File: config.mk
export PLATFORM = sky130hd
export DESIGN_NAME = udc_step_scheduler
export DESIGN_NICKNAME = d
export VERILOG_FILES = /design/src/rtl/udc_step_scheduler.sv
export SDC_FILE = /design/constraint.sdc
export NUM_CORES = 1
export LEC_CHECK = 0
export ABC_AREA = 1
export BUFFER_PORTS_ARGS = -buffer_cell sky130_fd_sc_hd__buf_2
export CAP_MARGIN = 20
export CORE_MARGIN = 3
export CORE_UTILIZATION = 45
export CTS_CLUSTER_DIAMETER = 50
export DETAILED_ROUTE_END_ITERATION = 12
export MAX_ROUTING_LAYER = met4
export PLACE_DENSITY = 0.81
export SLEW_MARGIN = 10
export SYNTH_ARGS = -nofsm -noshare
export SYNTH_HDL_FRONTEND = slang
export SYNTH_SLANG_ARGS = --single-unit
File: constraint.sdc
create_clock -name clk -period 1.3 [get_ports clk]
set_input_delay 0.13 -clock clk [delete_from_list [all_inputs] [get_ports clk]]
set_output_delay 0.13 -clock clk [all_outputs]
set_load 0.02 [all_outputs]
File: src/rtl/udc_step_scheduler.sv
// rtl/udc_step_scheduler.sv - two-requester round-robin step scheduler for an up/down counter
// Optional UDC_HOME_EN: a granted cnt = 0 request becomes a home command (cr pulse, code back to 010).
module udc_step_scheduler #(
  parameter int CNT_W = 3
) (
  input  logic             clk,
  input  logic             r_n,
  input  logic             req_a,
  input  logic             req_b,
  input  logic             dir_a,
  input  logic             dir_b,
  input  logic [CNT_W-1:0] cnt_a,
  input  logic [CNT_W-1:0] cnt_b,
  output logic             gnt_a,
  output logic             gnt_b,
  output logic             done_a,
  output logic             done_b,
  output logic             busy,
  output logic             u,
  output logic             step,
  output logic             cr,
  output logic [2:0]       exp_code
);

  localparam logic [1:0] S_IDLE = 2'd0;
  localparam logic [1:0] S_STEP = 2'd1;
  localparam logic [1:0] S_DONE = 2'd2;

  localparam logic [2:0] HOME_CODE = 3'b010;

  logic [1:0]       state;
  logic [CNT_W-1:0] rem;
  logic             prio_b;
  logic             owner_b;

  logic             arb_ok;
  logic             win_a;
  logic             win_b;
  logic             sel_dir;
  logic [CNT_W-1:0] sel_cnt;
  logic             home_cmd;

  // Counter code sequence going up; going down walks the same ring backwards.
  function automatic logic [2:0] code_next(input logic [2:0] c, input logic up);
    logic [2:0] n;
    n = HOME_CODE;
    if (up) begin
      case (c)
        3'b010:  n = 3'b011;
        3'b011:  n = 3'b101;
        3'b101:  n = 3'b100;
        3'b100:  n = 3'b111;
        3'b111:  n = 3'b001;
        3'b001:  n = 3'b110;
        3'b110:  n = 3'b000;
        default: n = 3'b010;
      endcase
    end else begin
      case (c)
        3'b010:  n = 3'b000;
        3'b000:  n = 3'b110;
        3'b110:  n = 3'b001;
        3'b001:  n = 3'b111;
        3'b111:  n = 3'b100;
        3'b100:  n = 3'b101;
        3'b101:  n = 3'b011;
        default: n = 3'b010;
      endcase
    end
    return n;
  endfunction

  // The done cycle also arbitrates so a pending requester is granted right after done.
  assign arb_ok  = (state == S_IDLE) || (state == S_DONE);
  assign win_a   = arb_ok && req_a && (!req_b || !prio_b);
  assign win_b   = arb_ok && req_b && !win_a;
  assign sel_dir = win_a ? dir_a : dir_b;
  assign sel_cnt = win_a ? cnt_a : cnt_b;

`ifdef UDC_HOME_EN
  assign home_cmd = (win_a || win_b) && (sel_cnt == '0);

  always_ff @(posedge clk or negedge r_n) begin
    if (!r_n) begin
      cr <= 1'b0;
    end else begin
      cr <= home_cmd;
    end
  end
`else
  assign home_cmd = 1'b0;
  assign cr       = 1'b0;
`endif

  always_ff @(posedge clk or negedge r_n) begin
    if (!r_n) begin
      state    <= S_IDLE;
      rem      <= '0;
      prio_b   <= 1'b0;
      owner_b  <= 1'b0;
      gnt_a    <= 1'b0;
      gnt_b    <= 1'b0;
      done_a   <= 1'b0;
      done_b   <= 1'b0;
      busy     <= 1'b0;
      u        <= 1'b0;
      step     <= 1'b0;
      exp_code <= HOME_CODE;
    end else begin
      gnt_a  <= 1'b0;
      gnt_b  <= 1'b0;
      done_a <= 1'b0;
      done_b <= 1'b0;
      if (step) begin
        exp_code <= code_next(exp_code, u);
      end
      case (state)
        S_IDLE, S_DONE: begin
          if (win_a || win_b) begin
            gnt_a   <= win_a;
            gnt_b   <= win_b;
            owner_b <= win_b;
            prio_b  <= win_a;
            rem     <= sel_cnt;
            busy    <= 1'b1;
            state   <= S_STEP;
            if (sel_cnt != '0) begin
              step <= 1'b1;
              u    <= sel_dir;
            end
            if (home_cmd) begin
              exp_code <= HOME_CODE;
            end
          end else begin
            busy  <= 1'b0;
            state <= S_IDLE;
          end
        end
        S_STEP: begin
          // rem counts the step cycles still owed, including the current one.
          if (rem > CNT_W'(1)) begin
            rem <= rem - CNT_W'(1);
          end else begin
            step   <= 1'b0;
            done_a <= !owner_b;
            done_b <= owner_b;
            state  <= S_DONE;
          end
        end
        default: begin
          state <= S_IDLE;
          busy  <= 1'b0;
          step  <= 1'b0;
        end
      endcase
    end
  end

endmodule
==> run metrics <==
result of the run finished with violations; violated checks setup timing; CTS tree built; first drt pass iteration count 4; Worst Hold Class primary input to flop; crit-path max FO 3; WL final 1860 um; worst vdd ir 0.00129 V; DRC violations left 0; Antenna Cells 0; hold path cells 3; HP Start req_b; port bufs 21; Syn Area/Cell between 8 and 9 um2; Mapped Cells 110; main combinational cell family by area after synthesis simple AND/OR/NAND/NOR gates; pwr/cell area about 2600 nW/um2; Post-Syn Nets 124; r2r startpoint rem[0]; min Tclk post-route approximately 1.4 ns; grt ovf 0; die area 2530 um2; routed vias 803; worst skew pair latency 0.29 ns; met3 Track Usage GR 2.67%; Compound-Gate Fraction of Synth Area 10.9%; final setup violating endpoints 1; FP Rows 15; CORE AREA 1780 um2; largest net degree at the start of global routing 18; YS warnings 0; initial drt markers 21; final setup margin -0.0524 ns; via-per-instance ratio 4.84; Starting Density 49.6%; Reg area about 430 um2; Final Max Tran Viols 0; vias in the first global route ~750; crit end category flop; post-synthesis sequential area ratio approximately half; grt met2 use between 20% and 30%; Post-Synth Simple-Gate Area 25.9%; root buffer cell clkbuf_4; commonest non-fill, non-tap cells in the layout nand2_1 (28), buf_2 (21), inv_1 (17); most used routing layer met2; placer congestion estimate ~0.80; nets@finish around 160; Adder-Cell Fraction of Synth Area around 2.8%; top-level I/O count 23; met1 usage 18.2%; Tot Pwr 0.00293 W; Startpoint Class flop; post-synthesis register bit count 17; Setup TNS -0.0524 ns; Reg2Reg Setup Slack -0.05 ns; # fillers 173; Total GRT Usage 16.2%; WL per Instance 11.2 um; fmax 0.739 GHz; Crit Path Category flop to flop; RSZ-0062 raised after global routing true; multi-input combinational cell area 402 um2; number of nets with antenna violations after routing 0; worst endpoint required time 1.47 ns; CTS clock-pin slew for the worst setup and hold paths ~0.10 ns; antenna violations before repair 0; area grow syn2layout 27.7%; first-pass GRT wire length 3060 um; die width 50.3 um; top flop regs exp_code (3), rem (3), state (2); Worst Skew around 0.008 ns; clk sink count 17; Max H-tree Level 1; post-synthesis xor/xnor area fraction 1.98%; CTS buffer count 3; post-synth cell types 22; crit share post-route 104%; Setup Slack @ Placement -0.0235 ns; Die Y 50.3 um; MaxCap Viol Count 0; CP arrival 1.52 ns; Hold Vio Cnt, Final 0; Post-Syn Area slightly below 900 um2; clock tree buffer depth 2; Post-DP HPWL 1380 um; Pleak 0.634 nW; WHS 0.128 ns; fraction of layout cells with a size suffix above 1 34.8%; Layout Utilization 63.4%; r2r worst-path depth 6; Worst Hold Path EP gnt_b; commonest non-fill, non-tap cell in the layout nand2_1; Worst R2R End rem[2]; mux contribution to synthesized area 0%
## synth_stat cells (all sizes together)
library cell	instances	area, um2
a21oi	3	15.0
a22oi	1	7.51
buf	1	7.51
conb	1	3.75
dfrtp	16	400
dfstp	1	26.3
ha	2	25.0
inv	21	78.8
nand2	32	128
nand3	6	40.0
nand3b	1	7.51
nor2	11	53.8
o211ai	3	22.5
o21ai	8	43.8
o21bai	1	7.51
xor2	2	17.5
## layout make-up
cell class | count | area share (%)
clock inverters | 1 | 0.443
flip-flops and latches | 17 | 37.8
well taps | 25 | 2.77
repair buffers | 28 | 14.5
inverters | 21 | 6.98
multi-input cells | 71 | 35.5
clock buffers | 3 | 1.99
## through the flow
stage | instances | cell area (um2)
after floorplan | 110 | 885
after global placement | 155 | 1010
after detailed placement | 155 | 1010
after CTS | 162 | 1070
after global routing | 166 | 1130
final | 166 | 1130
## layer usage
metal | vias to the layer above | routed length, um
met4 | 0 | 54
met5 | - | 0
li1 | 402 | -
met3 | 6 | 72
met1 | 373 | 733
met2 | 22 | 1000
## report_power, final
group	switching, W	internal (W)	total, W
sequential	0.000203	0.000792	0.000995
clock	0.000164	0.000115	0.000278
combinational	0.00101	0.000645	0.00166
total	0.00138	0.00155	0.00293
## worst max path at each step
stage                 from  endpoint  slack, ns  depth (start not counted)
floorplan           rem[1]    rem[2]       0.10                          8
global placement    rem[1]    rem[2]       0.05                          8
detailed placement  rem[1]    rem[0]      -0.02                          8
CTS                 rem[1]    rem[0]       0.02                          8
global route        rem[1]    rem[2]       -0.1                          8
finish              rem[0]    rem[2]      -0.05                          6
## kinds of logic after synthesis
| group | count (synthesis) |
|---|---|
| xor+xnor | 2 |
| fa+ha+maj | 2 |
| simple gates | 50 |
| flops | 17 |
| compound gates | 16 |
| other cells | 1 |
| buf+inv | 22 |
## what timing repair did
item / CTS / global route
resized for setup: 3 / 9
pin swaps: 1 / 3
hold buffers: 1 / 0
setup buffers: 2 / 4
endpoints found under the setup margin: 2 / 7
hold endpoints to repair: 16 / 0
## critical path: stages (launching register included)
cell,delay (ns)
dfrtp_1,0.43
buf_6,0.12
inv_1,0.06
ha_2,0.18
xor2_1,0.14
o211ai_1,0.18
o21ai_1,0.12
No activity file was read; power rests on OpenSTA's default activity.
